File: src/rtl/ps2_key_event_pkg.sv
// Shared scan-code set-2 constants, FSM state encoding and code classifiers
// for the PS/2 key event decoder.
package ps2_key_event_pkg;

    localparam logic [7:0] SC_BREAK  = 8'hF0;
    localparam logic [7:0] SC_EXT    = 8'hE0;
    localparam logic [7:0] SC_PAUSE  = 8'hE1;
    localparam logic [7:0] SC_LSHIFT = 8'h12;
    localparam logic [7:0] SC_RSHIFT = 8'h59;
    localparam logic [7:0] SC_CAPS   = 8'h58;

    // Pause/Break sends E1 followed by seven more bytes that must be swallowed
    localparam logic [2:0] PAUSE_SKIP = 3'd7;

    typedef enum logic [2:0] {
        ST_IDLE,
        ST_EXT,
        ST_BRK,
        ST_EXT_BRK,
        ST_PAUSE
    } keyState_t;

    // Keyboard housekeeping replies (ACK, BAT ok, echo, resend, errors) carry no key
    function automatic logic isIgnored(input logic [7:0] code);
        case (code)
            8'hFA, 8'hAA, 8'hEE, 8'hFE, 8'h00, 8'hFF: isIgnored = 1'b1;
            default:                                  isIgnored = 1'b0;
        endcase
    endfunction

    // Make codes of the 26 letter keys A..Z; only these are affected by Caps Lock
    function automatic logic isAlpha(input logic [7:0] code);
        case (code)
            8'h1C, 8'h32, 8'h21, 8'h23, 8'h24, 8'h2B, 8'h34, 8'h33, 8'h43,
            8'h3B, 8'h42, 8'h4B, 8'h3A, 8'h31, 8'h44, 8'h4D, 8'h15, 8'h2D,
            8'h1B, 8'h2C, 8'h3C, 8'h2A, 8'h1D, 8'h22, 8'h35, 8'h1A:
                isAlpha = 1'b1;
            default:
                isAlpha = 1'b0;
        endcase
    endfunction

endpackage

File: src/rtl/ps2_prefix_timer.sv
// Idle watchdog for the prefix states: counts cycles with no received byte and
// flags when a half-finished scan-code sequence should be abandoned.
module ps2_prefix_timer #(
    parameter int TIMEOUT_CYCLES = 2500000
) (
    input  logic i_clk,
    input  logic i_reset,
    input  logic i_clr,
    input  logic i_run,
    output logic o_expired
);

    localparam int CW = (TIMEOUT_CYCLES > 1) ? $clog2(TIMEOUT_CYCLES) : 1;
    localparam logic [CW-1:0] LAST = CW'(TIMEOUT_CYCLES - 1);

    logic [CW-1:0] r_count;

    // Count idle cycles, holding at the last value so the counter can never wrap
    always_ff @(posedge i_clk) begin
        if (i_reset || i_clr) begin
            r_count <= '0;
        end else if (i_run && (r_count != LAST)) begin
            r_count <= r_count + 1'b1;
        end
    end

    assign o_expired = i_run && (r_count == LAST);

endmodule

File: src/rtl/ps2_key_event.sv
// Scan-code set-2 decoder: turns the PS/2 byte stream into one key event per
// make code, tracking E0/F0/E1 prefixes and the Shift/Caps Lock state.
module ps2_key_event
    import ps2_key_event_pkg::*;
#(
    parameter int TIMEOUT_CYCLES = 2500000
) (
    input  logic       i_clk,
    input  logic       i_reset,
    input  logic [7:0] i_rx_data,
    input  logic       i_rx_done_tick,
    output logic       o_key_tick,
    output logic [7:0] o_scan_code,
    output logic       o_extended,
    output logic       o_letter_case,
    output logic       o_shift_held,
    output logic       o_caps_on
);

    keyState_t  r_state;
    keyState_t  w_stateNext;
    logic [2:0] r_skipCnt;
    logic [2:0] w_skipNext;
    logic       r_lshift, r_rshift, r_capsDown, r_capsOn, r_shiftHeld;
    logic       w_lshiftNext, w_rshiftNext, w_capsDownNext, w_capsOnNext;
    logic       r_keyTick, r_extended, r_letterCase;
    logic [7:0] r_scanCode;
    logic       w_isMake, w_isBreak, w_ext, w_emit, w_letterCase;
    logic       w_timerClr, w_timerRun, w_expired;

    // A received byte always restarts the watchdog; it only runs mid-sequence
    assign w_timerClr = i_rx_done_tick || (r_state == ST_IDLE);
    assign w_timerRun = (r_state != ST_IDLE) && !i_rx_done_tick;

    ps2_prefix_timer #(
        .TIMEOUT_CYCLES(TIMEOUT_CYCLES)
    ) u_prefixTimer (
        .i_clk    (i_clk),
        .i_reset  (i_reset),
        .i_clr    (w_timerClr),
        .i_run    (w_timerRun),
        .o_expired(w_expired)
    );

    // Next-state decode: classify each byte, then apply make/break effects to the modifiers
    always_comb begin
        w_stateNext    = r_state;
        w_skipNext     = r_skipCnt;
        w_lshiftNext   = r_lshift;
        w_rshiftNext   = r_rshift;
        w_capsDownNext = r_capsDown;
        w_capsOnNext   = r_capsOn;
        w_isMake       = 1'b0;
        w_isBreak      = 1'b0;
        w_ext          = 1'b0;
        w_emit         = 1'b0;

        if (i_rx_done_tick) begin
            case (r_state)
                ST_IDLE: begin
                    if (i_rx_data == SC_BREAK) begin
                        w_stateNext = ST_BRK;
                    end else if (i_rx_data == SC_EXT) begin
                        w_stateNext = ST_EXT;
                    end else if (i_rx_data == SC_PAUSE) begin
                        w_stateNext = ST_PAUSE;
                        w_skipNext  = PAUSE_SKIP;
                    end else if (!isIgnored(i_rx_data)) begin
                        w_isMake = 1'b1;
                    end
                end
                ST_EXT: begin
                    if (i_rx_data == SC_BREAK) begin
                        w_stateNext = ST_EXT_BRK;
                    end else if ((i_rx_data == SC_LSHIFT) || (i_rx_data == SC_RSHIFT)) begin
                        w_stateNext = ST_IDLE;
                    end else begin
                        w_isMake    = 1'b1;
                        w_ext       = 1'b1;
                        w_stateNext = ST_IDLE;
                    end
                end
                ST_BRK: begin
                    w_isBreak   = 1'b1;
                    w_stateNext = ST_IDLE;
                end
                ST_EXT_BRK: begin
                    w_isBreak   = 1'b1;
                    w_ext       = 1'b1;
                    w_stateNext = ST_IDLE;
                end
                ST_PAUSE: begin
                    if (r_skipCnt <= 3'd1) begin
                        w_skipNext  = 3'd0;
                        w_stateNext = ST_IDLE;
                    end else begin
                        w_skipNext = r_skipCnt - 3'd1;
                    end
                end
                default: begin
                    w_stateNext = ST_IDLE;
                end
            endcase
        end else if (w_expired) begin
            w_stateNext = ST_IDLE;
        end

        if (w_isMake) begin
            if (!w_ext && (i_rx_data == SC_LSHIFT)) begin
                w_lshiftNext = 1'b1;
            end else if (!w_ext && (i_rx_data == SC_RSHIFT)) begin
                w_rshiftNext = 1'b1;
            end else if (!w_ext && (i_rx_data == SC_CAPS)) begin
                if (!r_capsDown) begin
                    w_capsOnNext = !r_capsOn;
                end
                w_capsDownNext = 1'b1;
            end else begin
                w_emit = 1'b1;
            end
        end

        if (w_isBreak && !w_ext) begin
            if (i_rx_data == SC_LSHIFT) begin
                w_lshiftNext = 1'b0;
            end else if (i_rx_data == SC_RSHIFT) begin
                w_rshiftNext = 1'b0;
            end else if (i_rx_data == SC_CAPS) begin
                w_capsDownNext = 1'b0;
            end
        end
    end

    // Case uses the modifier state as it stood before this byte
    assign w_letterCase = r_shiftHeld ^ (r_capsOn && isAlpha(i_rx_data) && !w_ext);

    // FSM, pause skip counter and modifier state registers
    always_ff @(posedge i_clk) begin
        if (i_reset) begin
            r_state     <= ST_IDLE;
            r_skipCnt   <= 3'd0;
            r_lshift    <= 1'b0;
            r_rshift    <= 1'b0;
            r_capsDown  <= 1'b0;
            r_capsOn    <= 1'b0;
            r_shiftHeld <= 1'b0;
        end else begin
            r_state     <= w_stateNext;
            r_skipCnt   <= w_skipNext;
            r_lshift    <= w_lshiftNext;
            r_rshift    <= w_rshiftNext;
            r_capsDown  <= w_capsDownNext;
            r_capsOn    <= w_capsOnNext;
            r_shiftHeld <= w_lshiftNext || w_rshiftNext;
        end
    end

    // Event outputs: pulse the tick and capture the event, holding it until the next one
    always_ff @(posedge i_clk) begin
        if (i_reset) begin
            r_keyTick    <= 1'b0;
            r_scanCode   <= 8'h00;
            r_extended   <= 1'b0;
            r_letterCase <= 1'b0;
        end else begin
            r_keyTick <= w_emit;
            if (w_emit) begin
                r_scanCode   <= i_rx_data;
                r_extended   <= w_ext;
                r_letterCase <= w_letterCase;
            end
        end
    end

    assign o_key_tick    = r_keyTick;
    assign o_scan_code   = r_scanCode;
    assign o_extended    = r_extended;
    assign o_letter_case = r_letterCase;
    assign o_shift_held  = r_shiftHeld;
    assign o_caps_on     = r_capsOn;

endmodule

File: config.mk
export PLATFORM = sky130hd
export DESIGN_NAME = ps2_key_event
export DESIGN_NICKNAME = d
export VERILOG_FILES = /design/src/rtl/ps2_key_event_pkg.sv /design/src/rtl/ps2_prefix_timer.sv /design/src/rtl/ps2_key_event.sv
export SDC_FILE = /design/constraint.sdc
export NUM_CORES = 1
export LEC_CHECK = 0
export CAP_MARGIN = 15
export CORE_MARGIN = 2
export CORE_UTILIZATION = 54
export DETAILED_ROUTE_END_ITERATION = 8
export HOLD_SLACK_MARGIN = 0.05
export PLACE_DENSITY = 0.84
export SLEW_MARGIN = 20
export SYNTH_ARGS = -nofsm -noshare
export SYNTH_HDL_FRONTEND = slang
export SYNTH_SLANG_ARGS = --single-unit
export TNS_END_PERCENT = 20
File: constraint.sdc
create_clock -name i_clk -period 2.36 [get_ports i_clk]
set_input_delay 0.236 -clock i_clk [delete_from_list [all_inputs] [get_ports i_clk]]
set_output_delay 0.236 -clock i_clk [all_outputs]
set_load 0.02 [all_outputs]
==> impl_metrics.ini, run 1 <==
[status]
outcome = completed

[critical_path]
cp-startpoint = i_rx_data[6]
end_kind = flop
r2r-start = u_prefixTimer.r_count[0]
required_ps = 2570
crit_type = in -> reg
worstPathArrival_ps = 2430
r2r_slack_ps = 300
path_max_fanout = 11
reg2reg_to = r_state[0]
critPathLaunchType = input port
ff2ff_path_depth = 7
cp-endpoint = r_capsDown

[synth]
synthArstFlopShare_pct = 0
ys_warn_count = 0
syn-num-nets = 320
synth-edff-count = 0
synth_seq_area_share_pct = 36.0
ys_dominant_reg_cell = dfxtp_1
syn_area_um2 = 2450
avgSynthCellArea_um2 = 8.00
synth_seq_cells = 44
ys_types = 59
netlist_instances = 306

[run]
drv_cap = 0

[clock_network]
numCtsBuffers = 5
cts_resized = 0
clkLatencyLatePin_ps = 300
cts-root-buf = clkbuf_8
clkSlewWorstSetupHoldPaths_ps = 90
clock_sinks = 44
post_cts_buffers = 0
hold_buffers = 0
clock_path_buffers = 2
cts_max_level = 2
cts_tree = yes

[routing]
final_antenna_net_count = 0
remaining_drc_errors = 0
wl_per_cell_um = 14.7
dr.pass1.iters = 5
drtIter0Drc = 185
num_vias = 2438
vias_per_cell = 5.92
wl_um = 6050

[global_route]
grt_pass1_vias = 2286
gr-usage-all-layers_pct = 25.4
grt_max_degree = 25
antenna_found_initial = 0
grt_overflow = 0
grt_first_pass_wirelength_um = 10500

[sta]
setup_viol = 0
fin_worst_skew_ps = 8.15
setup_ws_ps = 146
final-max-slew-violation-count = 0
rsz0062_at_grt = no
hold_ws_ps = 473
relSlewSlack_pct = 54.3
fmax_mhz = 452
finalHoldViolCount = 0
finalCritPeriodShare_pct = 93.8
layout_min_cycle_time_ps = 2210
worst_pin_slew_ps = 685

[die]
dieHeight_um = 71.3
die_w_um = 71.3
die_area_um2 = 5090
ioPinCount = 24
rows = 24
start_util_pct = 56.2
core_area_um2 = 4350

[pwr]
ir_drop_v = 0.000478
leakage_nw = 1.10
p_per_area_nw_per_um2 = 510

[place]
io_buffers = 23
gp_congestion = 0.888
dpl.hpwl_um = 4430
pre_cts_ws_ps = -164

[finish]
insertedDiodeCount = 0
area_delta_synth_final_pct = 25.9
nNetsFinal = 373
drive_above_1_share_pct = 16.1

[hold_path]
hold_class = reg -> reg
==> sequential cells by signal (all words and copies together), names as in the netlist, 3 cells and up <==
register	flops
o_scan_code	8
u_prefixTimer.r_count	22
r_skipCnt	3
r_state	3
==> worst max-delay path, stage by stage <==
cell             delay, ps
clkdlybuf4s50_1        520
and4b_1                270
o211a_1                240
or4_1                  570
o21ai_1                110
buf_4                  190
a21oi_1                 80
a311oi_1               220
==> where the power goes <==
part | internal, W | total [W] | switching [W]
clock | 0.000346 | 0.000619 | 0.000273
combinational | 0.0000935 | 0.000194 | 0.000101
sequential | 0.000752 | 0.000758 | 0.00000529
==> per-layer routing <==
metal / track usage [%] / share of wire (%) / up-vias
met4: 11.1 / 2.5 / 0
met3: 5.34 / 5.8 / 17
met5: 0 / 0 / -
met1: 34.0 / 46 / 1131
met2: 39.7 / 46 / 88
li1: - / - / 1202
==> cell families after synthesis <==
family | after synthesis | synth area share, %
AO/OA/AOI/OAI | 63 | 17.0
buffers and inverters | 24 | 4.50
AND/OR/NAND/NOR | 147 | 32.0
XOR/XNOR | 23 | 8.23
multiplexers | 2 | 0.818
flip-flops | 44 | 36.0
adder cells (fa/ha/maj) | 3 | 1.53
==> layout make-up <==
cell class | instances | area [um2]
Timing Repair Buffer | 63 | 531
Tap cell | 52 | 65.1
Fill cell | 345 | 1270
Clock inverter | 2 | 38.8
Multi-Input combinational cell | 238 | 1460
Clock buffer | 6 | 82.6
Sequential cell | 44 | 881
Inverter | 7 | 26.3
==> how the worst min path moves through the flow <==
stage / from / slack, ps / cells after the start / endpoint
floorplan: i_rx_data[6] / 380 / 2 / o_scan_code[6]
CTS: r_lshift / 480 / 2 / o_shift_held
finish: r_lshift / 470 / 2 / o_shift_held
detailed placement: r_lshift / 460 / 2 / o_shift_held
global route: r_lshift / 520 / 2 / o_shift_held
global placement: r_lshift / 470 / 2 / o_shift_held
==> synth_stat cells, drive strengths merged (3+ instances only) <==
library cell | instances | area share (%)
nor4 | 4 | 1.6
o21ai | 19 | 3.9
and2 | 4 | 1.0
nand4 | 10 | 2.6
nand2 | 18 | 2.8
nor2 | 43 | 6.6
a21oi | 19 | 4.0
nor3 | 17 | 3.7
a22oi | 3 | 0.92
buf | 10 | 2.4
or3 | 6 | 1.5
xnor2 | 12 | 4.3
ha | 3 | 1.5
nand3 | 16 | 3.3
nand2b | 6 | 1.5
clkbuf | 7 | 1.1
dfxtp | 44 | 36
inv | 7 | 1.1
and3 | 7 | 1.8
a211oi | 4 | 1.4
xor2 | 11 | 3.9
==> metrics by stage <==
stage / setup TNS [ps] / power, W / util [%] / cell area, um2 / instances
2_1_floorplan: 0 / 0.000867 / - / 2450 / 306
3_3_place_gp: -906 / 0.000959 / 68.0 / 2960 / 404
3_5_place_dp: -1260 / 0.000963 / 68.0 / 2960 / 404
4_1_cts: 0 / 0.00158 / 70.7 / 3080 / 412
5_1_grt: 0 / 0.00162 / 70.8 / 3080 / 412
6_report: 0 / 0.00157 / 70.8 / 3080 / 412
==> placed cells by master, fill, tap and decap left out, drive strengths merged, types with 3 or more instances in the layout <==
cell type	Yosys	layout
dfxtp	44	44
nor2	43	43
buf	10	40
clkdlybuf4s50	0	23
a21oi	19	19
o21ai	19	19
nand2	18	18
nor3	17	17
nand3	16	16
xnor2	12	12
xor2	11	11
nand4	10	10
inv	7	7
and3	7	7
or3	6	6
nand2b	6	6
clkbuf	7	6
and2	4	4
a211oi	4	4
nor4	4	4
a22oi	3	3
ha	3	3
Power figures use the tool's default switching activity.
==> inputs of run 2 (changes only) <==
- CORE_MARGIN: 2 -> 1.5
==> run 2 against run 1 <==
- critical path depth unchanged
- non-clock buffer count down 4
- wire length down 2.1%
- clock power down 2%
- sequential power about the same
- final cell count down 0.97%
- clock skew down 1.3 ps
- power down 1.3%
==> impl_metrics.ini, run 2 (synthesized netlist as in run 1, its figures left out) <==
[finish]
area_delta_synth_final_pct = 25.2
fill_cells = 338
largest_register = u_prefixTimer.r_count
final-seq-area_um2 = 881
nNetsFinal = 369
fin_area_um2 = 3060
largest_reg_flops = 22
layout_commonest_cell = dfxtp_1
final_cell_mix = dfxtp_1, nor2_1, buf_4
insertedDiodeCount = 0
multi_input_area_um2 = 1460
drive_above_1_share_pct = 15.2

[critical_path]
required_ps = 2570
end_kind = flop
crit_type = in -> reg
worstPathArrival_ps = 2420
cp-startpoint = i_rx_data[1]
critPathLaunchType = input port
r2r-start = u_prefixTimer.r_count[3]
path_max_fanout = 6

[sta]
fmax_mhz = 452
relSlewSlack_pct = 53.3
finalCritPeriodShare_pct = 93.8
worst_pin_slew_ps = 700
setup_viol = 0
final-max-slew-violation-count = 0
finalHoldViolCount = 0
setup-tns-final_ps = 0
layout_min_cycle_time_ps = 2210
rsz0062_at_grt = no
fin_worst_skew_ps = 6.81

[die]
core_area_um2 = 4350
die_area_um2 = 4940
rows = 24
dieHeight_um = 70.3
die_w_um = 70.3
start_util_pct = 56.2
ioPinCount = 24

[pwr]
p_per_area_nw_per_um2 = 506
leakage_nw = 1.10
ir_drop_v = 0.000356

[global_route]
antenna_found_initial = 0
grt_pass1_vias = 2256
grt_first_pass_wirelength_um = 10000
grt_max_degree = 25
grt_overflow = 0
gr-usage-all-layers_pct = 24.5

[place]
dpl.hpwl_um = 4390
detailed_place.area_um2 = 2920
gp_congestion = 0.897
io_buffers = 23

[clock_network]
cts_tree = yes
clkSlewWorstSetupHoldPaths_ps = 80
cts_max_level = 2
clock_path_buffers = 2
hold_buffers = 0
numCtsBuffers = 5
cts-root-buf = clkbuf_8
clkLatencyLatePin_ps = 290
clock_sinks = 44

[routing]
wl_um = 5920
drtIter0Drc = 166
dr.pass1.iters = 5
wl_per_cell_um = 14.5
num_vias = 2398
vias_per_cell = 5.88
final_antenna_net_count = 0
remaining_drc_errors = 0

[run]
drv_cap = 0

[status]
outcome = completed

[hold_path]
hold_class = in -> reg
min-delay-start = i_rx_data[6]
run 2: changes by cell type in the layout (fill, tap and decap cells not counted):
cell / previous run / this run
clkdlybuf4s15_2: 0 / 1
clkdlybuf4s50_1: 23 / 21
dlymetal6s2s_1: 0 / 2
o21a_2: 1 / 0
buf_4: 40 / 35
o21ai_2: 0 / 1
o21a_1: 1 / 2
o21ai_1: 12 / 11
run 2: timing repair:
action	4_1_cts	5_1_grt
resized for setup	0	3
setup endpoints to repair	0	2
buffers inserted	0	0
run 2: per-stage QoR:
stage                     setup WS [ps]  utilization (%)  instances  hold WS, ps  power, W
final                               147             70.3        408          348   0.00155
after global routing               28.1             70.3        408          355   0.00160
after CTS                          93.4             69.9        407          480   0.00156
after detailed placement           -170             67.1        399          467  0.000957
after global placement            -85.2             67.1        399          466  0.000953
after floorplan                     427                -        306          384  0.000867
run 2: path summary, 6_finish.rpt:
check / end / slack [ps] / cells after the start
worst max-delay path: o_letter_case / 150 / 8
worst min-delay path: o_scan_code[6] / 350 / 3
worst max register to register: u_prefixTimer.r_count[19] / 270 / 6
worst min register to register: o_shift_held / 480 / 2
run 2: cell type report:
type	instances	area share [%]
multi-input combinational	238	47.7
sequential	44	28.8
timing repair buffer	59	16.6
clock buffer	6	2.70
tap	52	2.12
clock inverter	2	1.27
inverter	7	0.858
run 2: critical path, stage by stage:
cell	delay [ps]
clkdlybuf4s50_1	550
and4b_1	230
o211a_1	240
or4_1	570
o21ai_2	110
buf_4	170
a21oi_2	60
a311oi_2	260
run 2: metal layers:
| layer | GRT usage (%) | share of wire, % |
|---|---|---|
| met1 | 32.8 | 45 |
| met2 | 38.7 | 49 |
| met3 | 5.34 | 5.3 |
| met4 | 8.97 | 1.4 |
| met5 | 0 | 0 |
run 2: where the power goes:
group	internal (W)	total [W]	leakage [nW]	switching, W
registers	0.000752	0.000757	0.356	0.00000487
clock network	0.000346	0.000606	0.0614	0.000260
logic	0.0000902	0.000187	0.684	0.0000972
==> inputs of run 3 (changes only) <==
- CAP_MARGIN: 15 -> 10
- CORE_MARGIN: 1.5 -> default
- SETUP_SLACK_MARGIN: default -> 0.3
==> run 3 against run 2 <==
- critical path depth fell by 1
- critical endpoint is now r_state[0]
- flip-flop and latch count did not move
- clock power up 2%
- clock skew grew 0.63 ps
- register-to-register slack improved by 80 ps
- via count grew 1.8%
- setup slack gained 210 ps
==> impl_metrics.ini, run 3 (synthesized netlist as in run 1, its figures left out) <==
[die]
die_area_um2 = 4810
start_util_pct = 56.2
ioPinCount = 24
core_area_um2 = 4350
die_w_um = 69.3
rows = 24
dieHeight_um = 69.3

[clock_network]
clock_sinks = 44
clkSlewWorstSetupHoldPaths_ps = 90
clkLatencyLatePin_ps = 300
post_cts_buffers = 0
cts-root-buf = clkbuf_8
cts_tree = yes
cts_max_level = 2
numCtsBuffers = 5
clock_path_buffers = 2

[pwr]
ir_drop_v = 0.000341
pwr-share-seq_pct = 48.6
p_sw_share_pct = 24.0
p_per_area_nw_per_um2 = 509
p_comb_share_pct = 11.7
internal_power_w = 0.00118
switchingPower_w = 0.000374
clockPowerShare_pct = 39.7
leakage_nw = 1.10
finalPower_w = 0.00156

[routing]
wl_um = 6080
final_antenna_net_count = 0
remaining_drc_errors = 0
drtIter0Drc = 227
dr.pass1.iters = 4
num_vias = 2441
vias_per_cell = 5.98
wl_per_cell_um = 14.9

[sta]
fmax_mhz = 498
setup_viol = 0
final-max-slew-violation-count = 0
rsz0062_at_grt = yes
layout_min_cycle_time_ps = 2010
finalCritPeriodShare_pct = 85.1
worst_pin_slew_ps = 673
fin_worst_skew_ps = 7.43
finalHoldViolCount = 0
relSlewSlack_pct = 55.1

[critical_path]
crit_family = simple AND/OR/NAND/NOR gates
slowest_delay_ps = 440
cp-startpoint = u_prefixTimer.r_count[0]
critPathSlowestCell = or3_1
required_ps = 2550
critPathLaunchType = flop
end_kind = flop
crit_type = reg -> reg
r2r-start = u_prefixTimer.r_count[0]
path_max_fanout = 8
path_cells = ha_1 > nand2_1 > or3_1 > or2_4 > a21oi_1 > a21oi_1 > a31o_1
worstPathArrival_ps = 2200
cp_num_buf_inv = 0
crit_top_cell = a21oi_1

[place]
gp_congestion = 0.883
dpl.hpwl_um = 4440
io_buffers = 23
detailed_place.area_um2 = 2930

[status]
outcome = completed

[finish]
largest_register = u_prefixTimer.r_count
nNetsFinal = 369
area_delta_synth_final_pct = 25.0
drive_above_1_share_pct = 16.6
final_cell_mix = nor2_1, dfxtp_1, buf_4
insertedDiodeCount = 0
fin_area_um2 = 3060
layout_commonest_cell = nor2_1
largest_reg_flops = 22

[global_route]
grt_max_degree = 25
grt_first_pass_wirelength_um = 10200
antenna_found_initial = 0
grt.busiest_layer = met2
grt_pass1_vias = 2302
gr-usage-met3_pct = 4.22
met2_usage_pct = 44.8
grt_overflow = 0
grtUsageMet1_pct = 32.7
gr-usage-all-layers_pct = 26.2

[run]
drv_cap = 0

[hold_path]
hold_class = in -> reg
min-delay-start = i_rx_data[7]
run 3: worst reg2reg max path, cell delays in order (launching register included):
cell and delay, ps:
dfxtp_1 380, ha_1 180, nand2_1 70, or3_1 440, or2_4 310, a21oi_1 240
a21oi_1 100, a31o_1 190
run 3: through the flow:
step / hold slack (ps) / worst slack [ps] / TNS (ps) / instances / util [%]
after floorplan: 384 / 427 / 0 / 306 / -
after global placement: 466 / -90.3 / -605 / 400 / 67.3
after detailed placement: 472 / -208 / -1360 / 400 / 67.3
after CTS: 447 / 298 / 0 / 408 / 69.8
after global routing: 472 / 253 / 0 / 408 / 70.3
final: 451 / 352 / 0 / 408 / 70.3
run 3: final timing paths:
check / to / slack (ps) / cells past startpoint
setup / recovery: r_state[0] / 350 / 7
hold / removal: o_scan_code[7] / 450 / 3
setup reg to reg: r_state[0] / 350 / 7
hold reg to reg: o_scan_code[5] / 480 / 2
run 3: cell type report:
| type | instances | area, um2 |
|---|---|---|
| Clock buffer | 6 | 82.6 |
| Clock inverter | 2 | 38.8 |
| Fill cell | 349 | 1290 |
| Inverter | 7 | 26.3 |
| Multi-Input combinational cell | 238 | 1470 |
| Sequential cell | 44 | 883 |
| Tap cell | 52 | 65.1 |
| Timing Repair Buffer | 59 | 490 |
run 3: metal layers:
layer	vias up	share of wire, %
li1	1198	-
met1	1145	44
met2	83	49
met3	15	5.6
met4	0	2.1
met5	-	0
run 3: power groups by stage:
| stage | Sequential [W] | Clock [W] | Combinational, W |
|---|---|---|---|
| global route | 0.000759 | 0.000648 | 0.000196 |
| detailed placement | 0.000775 | 0 | 0.000182 |
| floorplan | 0.000787 | 0 | 0.0000793 |
| finish | 0.000758 | 0.000619 | 0.000182 |
| CTS | 0.000758 | 0.000627 | 0.000180 |
| global placement | 0.000775 | 0 | 0.000180 |
run 3: what timing repair did:
action                                  CTS  global route
hold buffers                              0             0
endpoints found under the setup margin   15            21
resized for setup                         8             7
gates cloned                              0             0
pin swaps                                 0             1
